File: config.mk
export PLATFORM = sky130hd
export DESIGN_NAME = stream_upsizer
export DESIGN_NICKNAME = d
export VERILOG_FILES = /design/src/rtl/wb_streamer_pkg.sv /design/src/rtl/stream_out_reg.sv /design/src/rtl/stream_upsizer.sv
export SDC_FILE = /design/constraint.sdc
export NUM_CORES = 1
export LEC_CHECK = 0
export ABC_AREA = 1
export CELL_PAD_IN_SITES_DETAIL_PLACEMENT = 2
export CELL_PAD_IN_SITES_GLOBAL_PLACEMENT = 2
export CORE_ASPECT_RATIO = 1.75
export CORE_UTILIZATION = 35
export DETAILED_ROUTE_END_ITERATION = 10
export DONT_BUFFER_PORTS = 1
export PLACE_DENSITY = 0.81
export SYNTH_ARGS = -nofsm -noshare
export SYNTH_HDL_FRONTEND = slang
export SYNTH_SLANG_ARGS = --single-unit
File: constraint.sdc
create_clock -name clk -period 1.4 [get_ports clk]
set_clock_uncertainty 0.05 [all_clocks]
set_input_delay 0.07 -clock clk [delete_from_list [all_inputs] [get_ports clk]]
set_output_delay 0.07 -clock clk [all_outputs]
set_load 0.05 [all_outputs]
File: src/rtl/wb_streamer_pkg.sv
// rtl/wb_streamer_pkg.sv - shared width derivations for the streamer datapath blocks
package wb_streamer_pkg;

    function automatic int calc_ratio(input int in_dw, input int out_dw);
        return out_dw / in_dw;
    endfunction

    // A lane counter needs at least one bit even for a 2:1 ratio.
    function automatic int calc_lane_cnt_w(input int ratio);
        return (ratio <= 2) ? 1 : $clog2(ratio);
    endfunction

endpackage

File: src/rtl/stream_out_reg.sv
// rtl/stream_out_reg.sv - single-entry valid/ready holding register for data, keep and last
module stream_out_reg #(
    parameter int DW = 32,
    parameter int KW = 4
) (
    input  logic          clk,
    input  logic          rst,
    input  logic [DW-1:0] s_tdata,
    input  logic [KW-1:0] s_tkeep,
    input  logic          s_tlast,
    input  logic          s_tvalid,
    output logic          s_tready,
    output logic [DW-1:0] m_tdata,
    output logic [KW-1:0] m_tkeep,
    output logic          m_tlast,
    output logic          m_tvalid,
    input  logic          m_tready
);

    // Accepting while draining gives back-to-back words with no bubble.
    assign s_tready = !m_tvalid || m_tready;

    always_ff @(posedge clk or posedge rst) begin
        if (rst) begin
            m_tdata  <= '0;
            m_tkeep  <= '0;
            m_tlast  <= 1'b0;
            m_tvalid <= 1'b0;
        end else if (s_tvalid && s_tready) begin
            m_tdata  <= s_tdata;
            m_tkeep  <= s_tkeep;
            m_tlast  <= s_tlast;
            m_tvalid <= 1'b1;
        end else if (m_tready) begin
            m_tvalid <= 1'b0;
        end
    end

endmodule

File: src/rtl/stream_upsizer.sv
// rtl/stream_upsizer.sv - packs narrow beats little-endian into wide words; macro STREAM_UPSIZER_LAST_FLUSH_EN enables early packet flush
module stream_upsizer
    import wb_streamer_pkg::*;
#(
    parameter int IN_DW  = 8,
    parameter int OUT_DW = 32
) (
    input  logic                                clk,
    input  logic                                rst,
    input  logic [IN_DW-1:0]                    stream_s_data_i,
    input  logic                                stream_s_valid_i,
    input  logic                                stream_s_last_i,
    output logic                                stream_s_ready_o,
    output logic [OUT_DW-1:0]                   stream_m_data_o,
    output logic [calc_ratio(IN_DW, OUT_DW)-1:0] stream_m_keep_o,
    output logic                                stream_m_last_o,
    output logic                                stream_m_valid_o,
    input  logic                                stream_m_ready_i
);

    localparam int RATIO      = calc_ratio(IN_DW, OUT_DW);
    localparam int LANE_CNT_W = calc_lane_cnt_w(RATIO);
    localparam logic [LANE_CNT_W-1:0] LAST_LANE = LANE_CNT_W'(RATIO - 1);

    logic [LANE_CNT_W-1:0] lane_cnt;
    logic [OUT_DW-1:0]     acc;
    logic [OUT_DW-1:0]     word_data;
    logic [RATIO-1:0]      word_keep;
    logic                  word_last;
    logic                  will_complete;
    logic                  beat_fire;
    logic                  out_s_ready;

`ifdef STREAM_UPSIZER_LAST_FLUSH_EN
    assign will_complete = (lane_cnt == LAST_LANE) || stream_s_last_i;
    assign word_last     = stream_s_last_i;

    // Lanes 0..lane_cnt hold real beats; anything above stays zero in acc.
    always_comb begin
        word_keep = '0;
        for (int k = 0; k < RATIO; k++) begin
            word_keep[k] = (LANE_CNT_W'(k) <= lane_cnt);
        end
    end
`else
    logic unused_last;
    assign unused_last   = stream_s_last_i;
    assign will_complete = (lane_cnt == LAST_LANE);
    assign word_last     = 1'b0;
    assign word_keep     = '1;
`endif

    always_comb begin
        word_data = acc;
        for (int k = 0; k < RATIO; k++) begin
            if (lane_cnt == LANE_CNT_W'(k)) begin
                word_data[k*IN_DW +: IN_DW] = stream_s_data_i;
            end
        end
    end

    // Only a word-completing beat needs room in the output register.
    assign stream_s_ready_o = !rst && (!will_complete || out_s_ready);
    assign beat_fire        = stream_s_valid_i && stream_s_ready_o;

    always_ff @(posedge clk or posedge rst) begin
        if (rst) begin
            lane_cnt <= '0;
            acc      <= '0;
        end else if (beat_fire) begin
            if (will_complete) begin
                lane_cnt <= '0;
                acc      <= '0;
            end else begin
                lane_cnt <= lane_cnt + LANE_CNT_W'(1);
                acc      <= word_data;
            end
        end
    end

    stream_out_reg #(
        .DW(OUT_DW),
        .KW(RATIO)
    ) u_out_reg (
        .clk      (clk),
        .rst      (rst),
        .s_tdata  (word_data),
        .s_tkeep  (word_keep),
        .s_tlast  (word_last),
        .s_tvalid (beat_fire && will_complete),
        .s_tready (out_s_ready),
        .m_tdata  (stream_m_data_o),
        .m_tkeep  (stream_m_keep_o),
        .m_tlast  (stream_m_last_o),
        .m_tvalid (stream_m_valid_o),
        .m_tready (stream_m_ready_i)
    );

endmodule

# Word level (Yosys, flattened, before mapping)
# Index checks and enable logic that the tools add are counted.
# classes
n_reduce_logical,11
n_eq_ne,3
n_addsub,1
mux,8
# op_table
op,n
two-way mux 32 bit,1
two-way mux 8 bit,4
"== test 2 bit, second input constant",2
logical AND 1 bit,4
zero test 1 bit,3
"adder 2 x 1 -> 2 bit, second input constant",1
"== test 2 x 1 -> 1 bit, second input constant",1
zero test 2 bit,1
logical OR 1 bit,2
two-way mux 1 bit,2
two-way mux 2 bit,1
nonzero test 2 bit,1
# word_totals
out_inout_bits,39
register_bits,68
in_bits,13
word_cells,28

# Longest topological paths before layout
# depth
word_depth,8
mapped_depth,7
mapped_depth_nobuf,5

# By module
# From an unflattened synthesis, not the netlist that was laid out.
# unflattened
hier_cells,495
hier_area_um2,3646.0
# modules_own_cells
module,seq_area_each_um2,area_each_um2,n_inst,cells_per_inst
stream_upsizer,850.8,2108.3,1,329
stream_out_reg,950.9,1537.7,1,166

# Worst setup path before layout
# OpenSTA, ideal clock, no wires.
# synth_timing
path_type,input to register
start,input rst
end,register u_out_reg.m_tdata[21]
setup_slack_ns,-0.333
setup_ns,0.131
t_arrival_ns,1.552
t_required_ns,1.219
stages,6
path_buffers,2
cell_sequence,inv_2 > nand4_2 > buf_6 > buf_6 > nand2_1 > o21ai_0
# synth_via
elab_chain_cells,5
# synth_lines
element,line_no,text
start: declaration,stream_upsizer.sv:9,"input logic rst,"
zero test 1 bit (no line),--,
logical AND 1 bit,stream_upsizer.sv:63,assign stream_s_ready_o = !rst && (!will_complete || out_s_ready);
logical AND 1 bit,stream_upsizer.sv:64,assign beat_fire = stream_s_valid_i && stream_s_ready_o;
logical AND 1 bit,stream_upsizer.sv:90,".s_tvalid (beat_fire && will_complete),"
logical AND 1 bit,stream_out_reg.sv:29,end else if (s_tvalid && s_tready) begin
end signal: assignment,stream_out_reg.sv:30,m_tdata <= s_tdata;
end: declaration,stream_out_reg.sv:13,"output logic [DW-1:0] m_tdata,"
# Every way passes these cells.
# A chain may end at the register's enable or synchronous reset.

# Final worst setup path
# layout_timing
start,register lane_cnt[0]
end,register acc[25]
# layout_via
elab_chain_cells,5
elab_cells_between_ends,7
classes_between,eq/ne: 1; mux: 2; reduce/logical: 4
# layout_lines
element,line_no,text
start: declaration,stream_upsizer.sv:25,logic [LANE_CNT_W-1:0] lane_cnt;
start signal: assignment,stream_upsizer.sv:75,lane_cnt <= lane_cnt + LANE_CNT_W'(1);
== test 2 bit *,"stream_upsizer.sv:48, stream_upsizer.sv:56",
zero test 1 bit,stream_upsizer.sv:63,
logical OR 1 bit,stream_upsizer.sv:63,
logical AND 1 bit,stream_upsizer.sv:63,
logical AND 1 bit,stream_upsizer.sv:64,
end signal: assignment,stream_upsizer.sv:76,acc <= word_data;
end: declaration,stream_upsizer.sv:26,logic [OUT_DW-1:0] acc;
# Mark *: on every way between the ends. The rest lies on a longest branch, timed or not.

==> results.json <==
{
  "ant_nets": 0,
  "hold_viol_final": 0,
  "root_buffer": "clkbuf_16",
  "cts_buffers": 9,
  "syn_nets": 332,
  "die_w_um": 71.66,
  "violations": "setup timing",
  "wl_met1_mm": 3.759,
  "fmax_ghz": 0.6590,
  "grt_overflow_total": 0,
  "first_iter_violations": 90,
  "diodes": 0,
  "grt_pass1_vias": 2629,
  "ys_top_cells_by_area": "dfrtp_1, nand2_1, o21ai_0, o21ai_2, buf_6",
  "nNetsFinal": 375,
  "crit_required_ns": 1.58,
  "top_layer": "met4",
  "numClockSinks": 68,
  "grt_max_degree": 47,
  "path_clk_slew_ns": 0.06,
  "final_min_period_over_clock_period_pct": 108.4,
  "cts_max_path_buffers": 2,
  "syn-cell-area_um2": 2972,
  "ctsHtreeMaxLevel": 3,
  "place_area_um2": 3374,
  "rows": 44,
  "post-place-ws_ns": -0.2198,
  "worst-setup-path-type": "register to register",
  "wl_met2_mm": 6.091,
  "fin_area_um2": 4028,
  "status": "finished, violations left",
  "syn_inst": 315,
  "io_pins": 52,
  "layout_commonest_cell": "nand2_1",
  "setup_viol": 67,
  "cp_slowest_stage_delay_ns": 0.45,
  "initial_core_util_pct": 35.98,
  "syn_avg_cell_area_um2": 9.434,
  "ir_worst_vdd_uv": 1420,
  "path_cells": "ha_4 -> buf_6 -> nand4_4 -> clkbuf_16 -> nand2_1 -> inv_1",
  "maxCapViolCount": 0,
  "wl_per_cell_um": 23.33,
  "fill_cells": 856,
  "ys_seq_area_share_pct": 57.26,
  "grt_use_total_pct": 21.74,
  "drive_above_1_share_pct": 41.83,
  "clk_latency_ns": 0.34,
  "dr.pass1.iters": 4,
  "finalCriticalPeriod_ns": 1.517,
  "drc": 0,
  "io_buffer_count": 0,
  "power_mw": 10.41,
  "endpoint_kind": "register",
  "crit_slowest_cell": "dfrtp_2",
  "cp.arrival_ns": 1.70,
  "whs_ns": 0.01856,
  "netlist.top_cell.by_area": "dfrtp_1",
  "wl_mm": 10.57,
  "vias_per_cell": 5.393,
  "synth_top_area_share_pct": 57.26,
  "area_growth_pct": 35.54,
  "hpwl_mm": 5.732,
  "final_util_pct": 48.77,
  "core_um2": 8258,
  "start_kind": "register",
  "holdCritPathClass": "primary input to register",
  "wl_met3_um": 340,
  "rsz0062_at_grt": "true",
  "synth_warnings": 0,
  "tightest_slew_ns": 0.5282,
  "slew_violations": 0,
  "most-common-layout-cells": "nand2_1, dfrtp_1, o21ai_2",
  "power.density_nw_per_um2": 2585,
  "ys_ff_latch": 68,
  "cts_tree": "yes",
  "antenna_found_initial": 0,
  "setup_ws_ns": -0.1175,
  "num_vias": 2443,
  "max-slew-margin-rel_pct": 64.79,
  "die_y_um": 123.9,
  "gp_congestion": 0.7046,
  "grt_pass1_wl_mm": 14.03,
  "ys_types": 16,
  "power.leakage_nw": 1.942,
  "cp_max_fo": 23,
  "die_area_um2": 8878
}
==> final cells by class <==
cell class / instances / area [um^2] / share of cell area [%]
clock buffers: 12 / 256.5 / 6.368
clock inverters: 2 / 35.03 / 0.8698
inverters: 24 / 95.09 / 2.361
multi-input cells: 202 / 1252 / 31.10
flip-flops and latches: 68 / 1707 / 42.37
well taps: 92 / 115.1 / 2.858
repair buffers: 53 / 566.8 / 14.07
==> Yosys cell counts <==
cell and instances:
o21ai_0 61, clkbuf_1 3, nand4_2 1, ha_1 4, o21ai_1 9, nand3_4 1, o21ai_2 20, nand3_2 2
inv_1 23, buf_4 5, nand2_1 103, inv_2 1, conb_1 1, dfrtp_1 68, buf_2 5, buf_6 8
==> routing by layer <==
layer	vias up	global-route usage, %
li1	1100	-
met1	1270	23.53
met2	50	39.80
met3	23	2.994
met4	0	12.75
met5	-	0
==> report_power, final <==
part | total (mW) | internal, mW | switching [mW] | leakage [nW]
logic | 4.87 | 1.61 | 3.26 | 0.920
clock network | 2.31 | 1.45 | 0.853 | 0.145
registers | 3.24 | 2.69 | 0.553 | 0.877
total | 10.4 | 5.75 | 4.66 | 1.94
==> what timing repair did <==
item / CTS / global route
setup buffers: 2 / 0
endpoints found under the setup margin: 64 / 67
hold buffers: 2 / 0
hold endpoints to repair: 69 / 0
pin swaps: 1 / 1
gates resized for setup: 66 / 49
gates cloned: 0 / 4
==> registers in the layout, indices dropped and copies added (netlist names) <==
name / count
lane_cnt: 2
acc: 32
u_out_reg.m_tvalid: 1
u_out_reg.m_tkeep: 1
u_out_reg.m_tdata: 32
==> final timing paths <==
check / from / endpoint / slack (ns) / depth (start not counted)
worst max-delay path: lane_cnt[0]$_DFFE_PP0P_ / acc[25]$_DFFE_PP0P_ / -0.12 / 6
worst min-delay path: stream_s_valid_i / acc[1]$_DFFE_PP0P_ / 0.02 / 3
worst max register to register: lane_cnt[0]$_DFFE_PP0P_ / acc[25]$_DFFE_PP0P_ / -0.12 / 6
worst min register to register: acc[24]$_DFFE_PP0P_ / acc[24]$_DFFE_PP0P_ / 0.44 / 2
max in group asynchronous: rst / u_out_reg.m_tkeep[0]$_DFFE_PP0P_ / 0.47 / 3
min in group asynchronous: rst / acc[26]$_DFFE_PP0P_ / 0.38 / 3
==> through the flow <==
stage	TNS [ns]	instances
global placement	-0.6614	431
global route	-7.733	453
finish	-4.097	453
CTS	-0.9888	449
detailed placement	-4.959	431
floorplan	-0.3490	315
==> worst max-delay path: cells and delay by family, from the launching register on <==
family	cells	cell delay [ns]
fa+ha+maj	1	0.20
buf+inv	3	0.43
simple gates	2	0.27
flops	1	0.45
==> cells by family (layout without fill, tap and decap cells) <==
group,Yosys count,in the layout,share of synthesized area (%)
compound gates,90,90,17.68
flops,68,68,57.26
other cells,1,1,0.1262
buf+inv,45,91,8.547
fa+ha+maj,4,4,1.684
simple gates,107,107,14.69
(Power assumes the default switching activity.)
